<file path="config.mk">
export PLATFORM = sky130hd
export DESIGN_NAME = pipe_sub
export DESIGN_NICKNAME = d
export VERILOG_FILES = /design/src/rtl/arith_pkg.sv /design/src/rtl/sub_slice.sv /design/src/rtl/pipe_sub.sv
export SDC_FILE = /design/constraint.sdc
export NUM_CORES = 1
export LEC_CHECK = 0
export CAP_MARGIN = 40
export CELL_PAD_IN_SITES_DETAIL_PLACEMENT = 1
export CELL_PAD_IN_SITES_GLOBAL_PLACEMENT = 1
export CORE_MARGIN = 8
export CORE_UTILIZATION = 40
export DETAILED_ROUTE_END_ITERATION = 12
export MAX_ROUTING_LAYER = met4
export PLACE_DENSITY = 0.87
export SYNTH_ARGS = -nofsm -noshare
export SYNTH_HDL_FRONTEND = slang
export SYNTH_SLANG_ARGS = --single-unit
</file>
<file path="constraint.sdc">
create_clock -name CLK -period 3.2 [get_ports CLK]
set_clock_uncertainty 0.1 [all_clocks]
set_input_delay 0.64 -clock CLK [delete_from_list [all_inputs] [get_ports CLK]]
set_output_delay 0.64 -clock CLK [all_outputs]
set_load 0.03 [all_outputs]
</file>
<file path="src/rtl/arith_pkg.sv">
// arith_pkg: shared arithmetic definitions used by pipe_sub and the adder blocks.
//   DATA_W  - datapath width of the arithmetic blocks (32 bits)
//   stage_t - one pipeline stage register: data word, borrow/carry flag, valid flag
package arith_pkg;

  localparam int DATA_W = 32;

  typedef struct packed {
    logic [DATA_W-1:0] data;
    logic              borrow;
    logic              valid;
  } stage_t;

endpackage

</file>
<file path="src/rtl/sub_slice.sv">
// sub_slice: W-bit ripple subtractor slice, d = a - b - bin.
// Computed as a + ~b + ~bin so that the borrow out is the inverted carry out.
// Ports:
//   a, b  - minuend / subtrahend slice (W bits)
//   bin   - borrow in from the less significant slice
//   d     - difference slice (W bits)
//   bout  - borrow out (1 when a < b + bin)
module sub_slice #(
  parameter int W = 16
) (
  input  logic [W-1:0] a,
  input  logic [W-1:0] b,
  input  logic         bin,
  output logic [W-1:0] d,
  output logic         bout
);

  logic [W:0] c;

  always_comb begin
    c    = '0;
    d    = '0;
    c[0] = ~bin;
    for (int i = 0; i < W; i++) begin
      d[i]   = a[i] ^ ~b[i] ^ c[i];
      c[i+1] = (a[i] & ~b[i]) | (a[i] & c[i]) | (~b[i] & c[i]);
    end
    bout = ~c[W];
  end

endmodule

</file>
<file path="src/rtl/pipe_sub.sv">
// pipe_sub: two-stage pipelined 32-bit subtractor, D = A - B mod 2^32.
// Stage 1 registers the low difference [SPLIT-1:0], its borrow, and both
// candidate high differences (borrow-in 0 and 1). Stage 2 picks the high
// candidate with the stage-1 low borrow and registers D / Bout.
// Handshake: a transfer happens on a rising CLK edge when valid and ready are
// both 1 on that side; valid never depends on ready, In_Ready is a
// combinational function of pipeline occupancy and Out_Ready only.
// Ports:
//   CLK, RST            - clock, asynchronous active-high reset
//   A, B, In_Valid      - operands and their valid
//   In_Ready            - operands accepted this cycle
//   D, Bout, Out_Valid  - registered difference, borrow out (A<B unsigned), valid
//   Out_Ready           - consumer accepts D/Bout
//   Ovf                 - signed overflow, present only with PIPE_SUB_OVF_EN
// Optional feature macro: PIPE_SUB_OVF_EN
module pipe_sub
  import arith_pkg::*;
#(
  parameter int SPLIT = 16
) (
  input  logic              CLK,
  input  logic              RST,
  input  logic [DATA_W-1:0] A,
  input  logic [DATA_W-1:0] B,
  input  logic              In_Valid,
  output logic              In_Ready,
  output logic [DATA_W-1:0] D,
  output logic              Bout,
  output logic              Out_Valid,
`ifdef PIPE_SUB_OVF_EN
  output logic              Ovf,
`endif
  input  logic              Out_Ready
);

  localparam int LW = SPLIT;
  localparam int HW = DATA_W - SPLIT;

  // Combinational half differences
  logic [LW-1:0] lo_d;
  logic          lo_b;
  logic [HW-1:0] hi_d0, hi_d1;
  logic          hi_b0, hi_b1;

  sub_slice #(.W(LW)) u_lo (
    .a(A[LW-1:0]), .b(B[LW-1:0]), .bin(1'b0), .d(lo_d), .bout(lo_b)
  );
  sub_slice #(.W(HW)) u_hi0 (
    .a(A[DATA_W-1:LW]), .b(B[DATA_W-1:LW]), .bin(1'b0), .d(hi_d0), .bout(hi_b0)
  );
  sub_slice #(.W(HW)) u_hi1 (
    .a(A[DATA_W-1:LW]), .b(B[DATA_W-1:LW]), .bin(1'b1), .d(hi_d1), .bout(hi_b1)
  );

  // Stage 1 registers
  logic          s1_valid;
  logic [LW-1:0] s1_lo;
  logic          s1_lo_b;
  logic [HW-1:0] s1_hi0, s1_hi1;
  logic          s1_hb0, s1_hb1;
`ifdef PIPE_SUB_OVF_EN
  logic          s1_a_msb, s1_b_msb;
  logic          ovf_r;
`endif

  // Stage 2 register
  stage_t s2;

  logic          s2_en;
  logic          in_fire;
  logic [HW-1:0] sel_hi;
  logic          sel_b;

  assign s2_en    = s1_valid & (~s2.valid | Out_Ready);
  assign In_Ready = ~s1_valid | s2_en;
  assign in_fire  = In_Valid & In_Ready;

  // The low borrow decides which precomputed high half is the real one.
  assign sel_hi = s1_lo_b ? s1_hi1 : s1_hi0;
  assign sel_b  = s1_lo_b ? s1_hb1 : s1_hb0;

  always_ff @(posedge CLK or posedge RST) begin
    if (RST) begin
      s1_valid <= 1'b0;
      s1_lo    <= '0;
      s1_lo_b  <= 1'b0;
      s1_hi0   <= '0;
      s1_hi1   <= '0;
      s1_hb0   <= 1'b0;
      s1_hb1   <= 1'b0;
`ifdef PIPE_SUB_OVF_EN
      s1_a_msb <= 1'b0;
      s1_b_msb <= 1'b0;
`endif
    end else begin
      // A new load wins over draining into stage 2, keeping s1_valid at 1.
      if (in_fire) begin
        s1_valid <= 1'b1;
        s1_lo    <= lo_d;
        s1_lo_b  <= lo_b;
        s1_hi0   <= hi_d0;
        s1_hi1   <= hi_d1;
        s1_hb0   <= hi_b0;
        s1_hb1   <= hi_b1;
`ifdef PIPE_SUB_OVF_EN
        s1_a_msb <= A[DATA_W-1];
        s1_b_msb <= B[DATA_W-1];
`endif
      end else if (s2_en) begin
        s1_valid <= 1'b0;
      end
    end
  end

  always_ff @(posedge CLK or posedge RST) begin
    if (RST) begin
      s2 <= '0;
`ifdef PIPE_SUB_OVF_EN
      ovf_r <= 1'b0;
`endif
    end else if (s2_en) begin
      s2.data   <= {sel_hi, s1_lo};
      s2.borrow <= sel_b;
      s2.valid  <= 1'b1;
`ifdef PIPE_SUB_OVF_EN
      ovf_r <= (s1_a_msb ^ s1_b_msb) & (sel_hi[HW-1] ^ s1_a_msb);
`endif
    end else if (Out_Ready) begin
      s2.valid <= 1'b0;
    end
  end

  assign D         = s2.data;
  assign Bout      = s2.borrow;
  assign Out_Valid = s2.valid;
`ifdef PIPE_SUB_OVF_EN
  assign Ovf       = ovf_r;
`endif

endmodule

</file>
# --- After elaboration in Yosys (flattened, before gate mapping) ---
# Index checks and enable logic that the tools add are counted.
totals:
  register_bits: 86
  inputBits: 68
  output_inout_bits: 35
  elab_cells: 354
classes:
  n_mux: 6
  n_bitwise: 336
  n_reduce_logical: 2
ops:
  columns: ["operator", "n"]
  rows:
  - ["bitwise AND 1 bit", 124]
  - ["bitwise OR 1 bit", 96]
  - ["bitwise XOR 1 bit", 77]
  - ["inverter 1 bit", 39]
  - ["two-way mux 16 bit", 1]
  - ["two-way mux 1 bit", 5]
  - ["nonzero test 2 bit", 2]

# --- Logic depth before layout (Yosys ltp) ---
# Gate-level depths: netlist of the first run.
logic_depth:
  depth_word: 50
  ltp_mapped: 19
  mapped_depth_nobuf: 19

# --- Modules after synthesis ---
# Synthesis of the first run repeated with hierarchy kept, for this count alone.
hier_totals:
  cells_unflattened: 372
  hier_area_um2: 4832.1
by_module_without_submodules:
  columns: ["module", "n_inst", "cells_each", "area_per_inst_um2"]
  rows:
  - ["pipe_sub", 1, 228, 3510.9]
  - ["sub_slice", 3, 48, 440.4]

# --- Worst setup path after synthesis of the first run ---
# Ideal clock, no wire load.
synth_timing:
  path_kind: "in2reg"
  from: "input A[16]"
  to: "register s1_hb0"
  arrival_ps: 6791
  required_ps: 2973
  slack_ps: -3819
  path_stages: 18
  n_path_buf: 0
  path_cell_list: "inv_1 > ha_1 > fa_1 > fa_1 > fa_1 > fa_1 > fa_1 > fa_1 > fa_1 > fa_1 > fa_1 > fa_1 > fa_1 > fa_1 > fa_1 > fa_1 > fa_1 > mux2_1"
synth_via:
  elab_chain_cells: 49
  word_cells_on_any_way: 64
synth_lines:
  columns: ["item", "line", "rtl"]
  rows:
  - ["start: declaration", "pipe_sub.sv:23", "input logic [DATA_W-1:0] A,"]
  - ["bitwise AND 1 bit", "sub_slice.sv:26", "c[i+1] = (a[i] & ~b[i]) | (a[i] & c[i]) | (~b[i] & c[i]);"]
  - ["bitwise OR 1 bit (*) (2 in series)", "sub_slice.sv:26", null]
  - ["bitwise AND 1 bit", "sub_slice.sv:26", null]
  - ["bitwise OR 1 bit", "sub_slice.sv:26", null]
  - ["bitwise OR 1 bit (*)", "sub_slice.sv:26", null]
  - ["bitwise AND 1 bit", "sub_slice.sv:26", null]
  - ["bitwise OR 1 bit", "sub_slice.sv:26", null]
  - ["bitwise OR 1 bit (*)", "sub_slice.sv:26", null]
  - ["[33 not listed]", null, null]
  - ["bitwise AND 1 bit", "sub_slice.sv:26", null]
  - ["bitwise OR 1 bit", "sub_slice.sv:26", null]
  - ["bitwise OR 1 bit (*)", "sub_slice.sv:26", null]
  - ["bitwise AND 1 bit", "sub_slice.sv:26", null]
  - ["bitwise OR 1 bit", "sub_slice.sv:26", null]
  - ["bitwise OR 1 bit (*)", "sub_slice.sv:26", null]
  - ["inverter 1 bit (*)", "sub_slice.sv:28", "bout = ~c[W];"]
  - ["via hi_b0", "pipe_sub.sv:43", "logic hi_b0, hi_b1;"]
  - ["end signal: assignment", "pipe_sub.sv:103", "s1_hb0 <= hi_b0;"]
  - ["end: declaration", "pipe_sub.sv:60", "logic s1_hb0, s1_hb1;"]
# The timed path passes the listed nets; every way through them passes the cells marked *.
# A chain may end at the register's enable or synchronous reset.

# --- Worst setup path in the final report of the first run ---
layout_timing:
  from: "input B[16]"
  to: "register s1_hb1"
layout_via:
  elab_chain_cells: 48
  word_cells_on_any_way: 63
layout_lines:
  columns: ["item", "line", "rtl"]
  rows:
  - ["start: declaration", "pipe_sub.sv:24", "input logic [DATA_W-1:0] B,"]
  - ["inverter 1 bit (*)", "sub_slice.sv:26", null]
  - ["bitwise AND 1 bit (*)", "sub_slice.sv:26", null]
  - ["bitwise AND 1 bit", "sub_slice.sv:26", null]
  - ["bitwise OR 1 bit", "sub_slice.sv:26", null]
  - ["bitwise OR 1 bit (*)", "sub_slice.sv:26", null]
  - ["bitwise AND 1 bit", "sub_slice.sv:26", null]
  - ["bitwise OR 1 bit", "sub_slice.sv:26", null]
  - ["bitwise OR 1 bit (*)", "sub_slice.sv:26", null]
  - ["[33 not listed]", null, null]
  - ["bitwise AND 1 bit", "sub_slice.sv:26", null]
  - ["bitwise OR 1 bit", "sub_slice.sv:26", null]
  - ["bitwise OR 1 bit (*)", "sub_slice.sv:26", null]
  - ["bitwise AND 1 bit", "sub_slice.sv:26", null]
  - ["bitwise OR 1 bit", "sub_slice.sv:26", null]
  - ["bitwise OR 1 bit (*)", "sub_slice.sv:26", null]
  - ["inverter 1 bit (*)", "sub_slice.sv:28", null]
  - ["via hi_b1", "pipe_sub.sv:43", null]
  - ["end signal: assignment", "pipe_sub.sv:104", "s1_hb1 <= hi_b1;"]
  - ["end: declaration", "pipe_sub.sv:60", null]
# Marks and branches as above.

==> impl_metrics.yaml, run 1 <==
placement:
  place_congestion: 0.790
  dpl.hpwl_um: 8930
  place_ws_ns: -4.13
  io_buffer_count: 102
  dpl_cell_area_sq_mm: 0.00598
yosys:
  synth_area_sq_mm: 0.00459
  ys_seq_elements: 86
  ys_async_sr_fraction_pct: 100
  yosysSeqAreaShare_pct: 46.8
  syn-num-nets: 481
  synth_common_cells: "86 x a21oi_1, 86 x dfrtp_1, 45 x fa_1"
  ys_top_cells_by_area: "dfrtp_1 47%, fa_1 20%, a21oi_1 9.4%"
  ys.flop_type: "dfrtp_1"
  synth-edff-count: 0
  synth_area_leader_cell: "dfrtp_1"
  synthCells: 365
  post_synth.cell_area_avg_sq_um: 12.6
  netlist.area_leader.share_pct: 46.8
  synth.distinct_cells: 16
  ys.warnings.count: 0
clock_tree:
  root_buffer: "clkbuf_16"
  clk_latency_ns: 0.34
  clock-sinks: 86
  cts_tree: "done"
  cts.clk_slew.worst_paths_ns: 0.06
  htreeDepth: 3
  post_cts_buffers: 0
  numCtsBuffers: 9
  max-clock-path-buffers: 2
pwr:
  power_density_mw_per_mm2: 634
  peakVddDrop_uv: 301
  leakage_nw: 2.54
finish:
  postLayoutCoreUtil_pct: 55.4
  post_route_cells_drive_above_1_share_pct: 27.0
  final_nets: 579
  diodes: 0
  area_delta_synth_final_pct: 36.5
  fin_area_sq_mm: 0.00627
  nFillCells: 1165
grt:
  grt_max_degree: 54
  grt-ovfl-total: 0
  grt_pass1_wl_um: 20000
  grt_usage_pct: 17.9
  grt_pass1_vias: 3745
  antenna_found_initial: 0
floorplan:
  ios: 103
  core_sq_mm: 0.0113
  die_h_um: 123
  die_w_um: 123
  rows: 39
  initial_core_util_pct: 40.6
  die-area_sq_mm: 0.0152
timing:
  slew_headroom_pct: 48.1
  fin_ws_ns: -3.27
  worst_pin_slew_ns: 0.778
  setup_tns_ns: -56.72
  hold_violations: 0
  fin_crit_ns: 6.47
  max_freq_ghz: 0.155
  rsz0062_at_grt: "yes"
  finalCritPeriodShare_pct: 202
  final-setup-viol-count: 30
  drv_slew: 0
setup_path:
  criticalPathCategory: "in2reg"
  slowest_delay_ns: 0.38
  critical_path.most_common_cell: "fa_2"
  worst_setup_path_end_kind: "flop"
  start_kind: "input port"
  crit_required_ns: 3.31
  cp_slowest_cell: "fa_2"
  crit_arrival_ns: 6.59
  crit_chain: "buf_12 > inv_12 > ha_4 > inv_2 > fa_2 > fa_2 > fa_2 > fa_2 > fa_2 > fa_2 > fa_2 > fa_2 > fa_2 > fa_2 > fa_2 > fa_2 > fa_2 > fa_2 > fa_2 > mux2_4"
  worstPathMaxFanout: 2
drt:
  drt_iter0_markers: 155
  drcViolationCount: 0
  routed_wl_um: 12400
  firstDrtPassIters: 4
  wl_per_cell_um: 20.3
  num_vias: 3097
  ant_nets: 0
  vias_per_cell: 5.09
status:
  status: "finished with violations"
  failed_checks: "negative setup slack"
job:
  cap_violations: 0
worst_hold_path:
  hold_class: "reg2reg"
[repair_timing]
item                       in CTS  in global routing
hold buffers                    0                  0
pin swaps                       1                  0
gates resized for setup        45                  9
setup endpoints to repair      36                 32
[power breakdown]
part | internal, mW | switching (mW)
Sequential | 1.37 | 0.174
Combinational | 0.656 | 0.783
Clock | 0.580 | 0.411
Total | 2.61 | 1.37
[cell type report]
cell class	count	area (sq um)	share of cell area, %
multi-input cells	214	2330	37.1
flip-flops and latches	86	2150	34.3
clock buffers	13	270	4.31
repair buffers	111	1140	18.2
inverters	41	193	3.07
clock inverters	1	5.00	0.0798
well taps	143	179	2.85
[path summary, 6_finish.rpt]
| kind | from | end | slack (ns) | depth (start not counted) |
|---|---|---|---|---|
| max | B[16] | s1_hb1$_DFFE_PP0P_ | -3.27 | 20 |
| max in group asynchronous | RST | s1_hb1$_DFFE_PP0P_ | 1.72 | 3 |
| max reg2reg | Out_Valid$_DFFE_PP0P_ | s1_lo[12]$_DFFE_PP0P_ | 1.07 | 6 |
| min reg2reg | s1_lo[1]$_DFFE_PP0P_ | D[1]$_DFFE_PP0P_ | 0.38 | 1 |
| min | s1_lo[1]$_DFFE_PP0P_ | D[1]$_DFFE_PP0P_ | 0.38 | 1 |
| min in group asynchronous | RST | s1_lo[2]$_DFFE_PP0P_ | 0.58 | 2 |
[layout by cell type (no fill, tap or decap), drive strengths merged]
| cell | instances |
|---|---|
| ha | 3 |
| clkinv | 2 |
| inv | 40 |
| clkdlybuf4s15 | 1 |
| fa | 45 |
| nand2 | 1 |
| and2 | 2 |
| mux2 | 20 |
| dfrtp | 86 |
| nand2b | 3 |
| mux2i | 23 |
| a21oi | 116 |
| buf | 14 |
| clkdlybuf4s50 | 94 |
| clkbuf | 15 |
| nand3b | 1 |
[state kept, by name, summed over array words and instances (netlist names)]
name       count
D             32
s1_hi0        16
s1_hi1        16
s1_lo         16
Bout           1
Out_Valid      1
s1_hb0         1
s1_hb1         1
s1_lo_b        1
s1_valid       1
[logic make-up (layout without fill, tap and decap cells)]
kind of cell	count (synthesis)	in the layout	synth area share, %
AOI/OAI and AO/OA	116	116	15.1
DFF	86	86	46.8
buffers and inverters	65	166	6.48
adders and majority gates	48	48	20.4
muxes	43	43	9.91
and+or+nand+nor	7	7	1.25
[layer usage]
layer | up-vias | part of all wire [%] | GRT usage, %
met5 | - | 0 | -
met4 | 0 | 1.2 | 5.19
met3 | 14 | 4.6 | 3.61
met2 | 65 | 55 | 31.9
met1 | 1614 | 39 | 19.8
li1 | 1404 | - | -
[worst max-delay path, delay by kind of cell]
family	cells	cell delay [ns]
buffers and inverters	3	0.18
adder cells (fa/ha/maj)	16	5.49
multiplexers	1	0.28
[stage by stage]
| stage | total power, mW | hold WS [ns] | cells |
|---|---|---|---|
| after floorplan | 2.37 | 0.357 | 365 |
| after CTS | 4.02 | 0.387 | 611 |
| after global routing | 4.18 | 0.409 | 609 |
| after detailed placement | 2.99 | 0.371 | 597 |
| final | 3.98 | 0.383 | 609 |
| after global placement | 2.89 | 0.366 | 596 |
Power figures use the tool's default switching activity.
==> run 2: changes to the inputs <==
--- a/config.mk
+++ b/config.mk
@@ -5,6 +5,7 @@
 export SDC_FILE = /design/constraint.sdc
 export NUM_CORES = 1
 export LEC_CHECK = 0
+export ABC_AREA = 0
 export CAP_MARGIN = 40
 export CELL_PAD_IN_SITES_DETAIL_PLACEMENT = 1
 export CELL_PAD_IN_SITES_GLOBAL_PLACEMENT = 1
==> results of run 2 <==
The final DEF is identical to that of run 1; final timing and power are the same.
==> run 3: changes to the inputs <==
--- a/config.mk
+++ b/config.mk
@@ -13,7 +13,7 @@
 export CORE_UTILIZATION = 40
 export DETAILED_ROUTE_END_ITERATION = 12
 export MAX_ROUTING_LAYER = met4
-export PLACE_DENSITY = 0.87
+export PLACE_DENSITY_LB_ADDON = 0.1
 export SYNTH_ARGS = -nofsm -noshare
 export SYNTH_HDL_FRONTEND = slang
 export SYNTH_SLANG_ARGS = --single-unit
==> run 3 against run 2 <==
Fmax is 1.8% higher. Count of clock-buffer cells in the layout did not move. The run still ends with negative setup slack left. Routed wire length shrank 3.2%. Via count increased by 0.39%. Combinational power about the same. Global-route usage down 0.52 points.
==> impl_metrics.yaml, run 3 (synthesis gave the netlist of run 1 again) <==
drt:
  num_vias: 3109
  ant_nets: 0
  vias_per_cell: 5.07
  wl_met2_um: 6330
  wirelength_met1_um: 5030
  firstDrtPassIters: 4
  top_layer: "met4"
  dr_wl_met3_um: 389
  drcViolationCount: 0
  drt_iter0_markers: 149
  wl_per_cell_um: 19.5
  routed_wl_um: 12000
status:
  failed_checks: "negative setup slack"
  status: "finished with violations"
floorplan:
  die_h_um: 123
  rows: 39
  core_sq_mm: 0.0113
  initial_core_util_pct: 40.6
  ios: 103
  die-area_sq_mm: 0.0152
  die_w_um: 123
clock_tree:
  clk_latency_ns: 0.34
  post_cts_buffers: 0
  htreeDepth: 3
  cts_tree: "done"
  numCtsBuffers: 9
  max-clock-path-buffers: 2
  cts.clk_slew.worst_paths_ns: 0.06
  cts_hold_buffers: 0
  clock-sinks: 86
  root_buffer: "clkbuf_16"
timing:
  finalCritPeriodShare_pct: 199
  rsz0062_at_grt: "yes"
  drv_slew: 0
  worst_pin_slew_ns: 0.684
  final-setup-viol-count: 30
  slew_headroom_pct: 54.4
  max_freq_ghz: 0.157
  fin_ws_ns: -3.16
  fin_crit_ns: 6.36
  hold_violations: 0
  setup_tns_ns: -55.45
setup_path:
  start_kind: "input port"
  critical_path.most_common_cell: "fa_2"
  crit_arrival_ns: 6.48
  worst_setup_path_end_kind: "flop"
  criticalPathCategory: "in2reg"
  worstPathMaxFanout: 2
  crit_required_ns: 3.32
  cp_slowest_cell: "fa_2"
  crit_buf_inv: 3
  slowest_delay_ns: 0.37
  cp_top_family: "adder cells"
  crit_chain: "buf_12 > inv_12 > ha_4 > inv_2 > fa_2 > fa_2 > fa_2 > fa_2 > fa_2 > fa_2 > fa_2 > fa_2 > fa_2 > fa_2 > fa_2 > fa_2 > fa_2 > fa_2 > fa_2 > mux2_4"
grt:
  grt_usage_pct: 17.4
  grt_max_degree: 62
  grt-ovfl-total: 0
  grt_pass1_vias: 3776
  antenna_found_initial: 0
  grt_pass1_wl_um: 19700
finish:
  area_delta_synth_final_pct: 37.3
  final_cells: 613
  final_nets: 581
  diodes: 0
  post_route_cells_drive_above_1_share_pct: 27.9
  mostFrequentLayoutCells: "93 x clkdlybuf4s50_1, 86 x dfrtp_1, 80 x a21oi_1"
  final_common_cell: "clkdlybuf4s50_1"
  largest_register_ffs: 32
  postLayoutCoreUtil_pct: 55.7
placement:
  placed_cells: 599
  place_congestion: 0.755
  io_buffer_count: 102
  place_ws_ns: -4.09
  dpl.hpwl_um: 8730
pwr:
  power_density_mw_per_mm2: 646
  peakVddDrop_uv: 328
  leakage_nw: 2.56
  finalPower_mw: 4.07
worst_hold_path:
  hold_class: "reg2reg"
job:
  cap_violations: 0
## run 3: routing by layer
metal | vias to the layer above | GRT usage (%)
met1 | 1617 | 20.3
met3 | 17 | 2.56
met5 | - | -
met4 | 0 | 6.55
li1 | 1408 | -
met2 | 67 | 29.7
## run 3: timing repair
| item | in CTS | in global routing |
|---|---|---|
| pin swaps | 5 | 2 |
| gates resized for setup | 37 | 13 |
| setup endpoints to repair | 36 | 32 |
## run 3: area by class of cell
class / count / area [sq um]
well taps: 143 / 179
inverters: 41 / 193
repair buffers: 113 / 1130
flip-flops and latches: 86 / 2150
fillers: 1174 / 5010
clock inverters: 3 / 40.0
clock buffers: 13 / 280
multi-input cells: 214 / 2330
## run 3: path summary, 6_finish.rpt
| path | slack (ns) | depth (start not counted) | start | endpoint |
|---|---|---|---|---|
| setup / recovery | -3.16 | 20 | B[16] | s1_hb1$_DFFE_PP0P_ |
| hold / removal | 0.39 | 1 | s1_lo[0]$_DFFE_PP0P_ | D[0]$_DFFE_PP0P_ |
| setup reg to reg | 1.45 | 3 | Out_Valid$_DFFE_PP0P_ | D[15]$_DFFE_PP0P_ |
| hold reg to reg | 0.39 | 1 | s1_lo[0]$_DFFE_PP0P_ | D[0]$_DFFE_PP0P_ |
| max in group asynchronous | 1.77 | 3 | RST | D[20]$_DFFE_PP0P_ |
| min in group asynchronous | 0.53 | 2 | RST | D[5]$_DFFE_PP0P_ |
## run 3: metrics by stage
step / hold slack (ns) / area, sq um
after floorplan: 0.357 / 4780
after global placement: 0.365 / 5950
after detailed placement: 0.379 / 5960
after CTS: 0.393 / 6310
after global routing: 0.402 / 6310
final: 0.392 / 6310
## run 3: worst reg2reg max path: stages (launching register included)
cell and delay [ns]:
dfrtp_1 0.42, nand2b_1 0.28, nand2_2 0.38, mux2_1 0.45
## run 3: power by group
group / internal (mW) / switching [mW] / total (mW)
Sequential: 1.37 / 0.174 / 1.55
Combinational: 0.646 / 0.765 / 1.41
Clock: 0.688 / 0.428 / 1.12
==> variant, RTL diff (settings of run 2) <==
`SPLIT`: 16 -> 15.
--- a/src/rtl/pipe_sub.sv
+++ b/src/rtl/pipe_sub.sv
@@ -17,5 +17,5 @@
   import arith_pkg::*;
 #(
-  parameter int SPLIT = 16
+  parameter int SPLIT = 15
 ) (
   input  logic              CLK,
Check against the original RTL: same outputs for any inputs over 10 cycles, from zero or initial values and one cycle with RST high; that may be too few to reach the edited logic, so the function may still have changed.
==> variant against run 2 <==
  * The flow still finishes with violations (setup timing)
  * Area after synthesis shrank 1.7%
  * Critical path type unchanged
  * Wire length grew 1.0%
  * Final area grew 1.0%
  * Count of clock-buffer cells in the layout is the same
  * Power grew 2.7%
  * Clock power grew 8%
  * Sequential cell count grew 1
  * Non-clock buffer count grew 4
  * Worst setup slack lost 380 ps
  * First-iteration DRC count shrank 11%
  * Final cell count grew 2.0%
  * Core utilization grew 1.0 points
==> variant: results (changes against run 2) <==
- The maximum VDD drop is 0.000258 V (-15%).
- The sequential share of the synthesized area was 48.2% (+1.4 points).
- Total instance count after detailed placement: 605 (+1.3%)
* Lkg Pwr: 0.00258 uW (+1.8%)
* Number of fill cells in the layout: 1144 (-1.8%)
* Total negative slack: -62810 ps (-6090 ps)
* Share of cells above drive strength 1: 28.9% (+1.8 points)
* Via count of the first global-routing pass: 3875 (+3.5%)
- Async SR Flop Fraction: 100% (unchanged)
- The number of distinct library cell variants in the gate-level netlist after synthesis was 15 (-1).
* Iteration-0 DRC Markers: 138 (-11%)
- The setup violation total in the final timing report is 33 (+10%).
* Share of cell area taken by muxes after synthesis: 9.84% (-0.076 points)
* Net count after synthesis: 488 (+1.5%)
- Worst slew slack as a fraction of its limit: 47.6% (-0.56 points)
- The post-DP HPWL was 9.30 mm (+4.1%).
* Status: complete, but fails checks
- The total routed wirelength came to 12.5 mm (+1.0%).
* Dominant cells by area after synthesis: dfrtp_1 (48%), fa_1 (20%), a21oi_1 (14%), mux2i_1 (5.1%), mux2_2 (4.7%)
- Worst hold path startpoint: s1_lo[12]
- Routability Congestion: 0.784 (-0.84%)
- Critical path arrival: 6960 ps (+370 ps)
- The routed via count divided by cell count was 5.23 (+2.8%).
- The commonest cells after synthesis are a21oi_1 (122), dfrtp_1 (87), fa_1 (46).
- Average wire per cell in the routed design: 20.1 um (-0.95%)
- The path class of the tightest hold or removal check is flop to flop.
- The cell count after synthesis was 371 (+1.6%).
- For the worst-skew pair, the clock arrives at the later sink with an insertion delay of 330 ps.
- Adder-cell share of the synthesized area: 21.2% (+0.80 points)
- Maximum number of pins on one net before global-route repair: 45 (-17%)
- The post-synthesis compound-gate area fraction is 13.5% (-1.6 points).
* GRT Total Usage: 18.5% (+0.60 points)
* Critical path startpoint: A[17]
- The final reports fail on setup timing.
- Dpl cell area: 0.00591 mm^2 (-1.1%)
- The final worst slack was -3650 ps (-382 ps).
* Fin nets: 590 (+1.9%)
* Total power density per cell area: 645 mW/mm^2 (+1.7%)
- The first-pass GRT wire length is 20.6 mm (+3.2%).
[variant: power breakdown]
group / total [uW] / internal [uW] / switching, uW
Clock: 1070 / 666 / 404
Sequential: 1570 / 1390 / 184
Combinational: 1440 / 664 / 779
[variant: worst max-delay path, stage by stage]
cell	delay, ps
clkdlybuf4s50_1	500
inv_2	70
fa_2	400
fa_2	350
fa_2	340
fa_2	340
fa_2	350
fa_2	360
fa_2	410
fa_2	350
fa_2	350
fa_2	380
fa_2	360
fa_2	370
fa_2	360
fa_2	370
fa_2	570
a21oi_2	70
[variant: path summary, 6_finish.rpt]
kind,to,slack [ps],depth (start not counted)
max,s1_hi0[16],-3650,18
min,D[12],410,1
max reg2reg,D[1],1280,3
min reg2reg,D[12],410,1
max in group asynchronous,D[29],1770,3
min in group asynchronous,s1_lo[4],620,2
[variant: timing repair]
item | 4_1_cts | 5_1_grt
pin swaps | 19 | 9
endpoints found under the setup margin | 37 | 34
buffers inserted | 2 | 0
resized for setup | 56 | 9
gates cloned | 0 | 0
endpoints found under the hold margin | 0 | 0
[variant: final cells by class]
type | count | area share (%)
Clock inverter | 3 | 0.632
Clock buffer | 13 | 4.27
Timing Repair Buffer | 115 | 18.3
Sequential cell | 87 | 34.4
Inverter | 40 | 2.90
Tap cell | 143 | 2.82
Multi-Input combinational cell | 220 | 36.7
[variant: routing by layer]
metal,GRT usage (%),vias up,routed length [um]
met5,-,-,0
met3,2.94,13,519
met2,32.8,96,6820
met1,20.7,1691,4960
li1,-,1445,-
met4,6.40,0,210
[variant: through the flow]
stage / hold slack [ps] / worst slack [ps]
detailed placement: 395 / -4460
CTS: 410 / -3770
global placement: 387 / -4300
global route: 424 / -3750
floorplan: 380 / -3500
finish: 406 / -3650
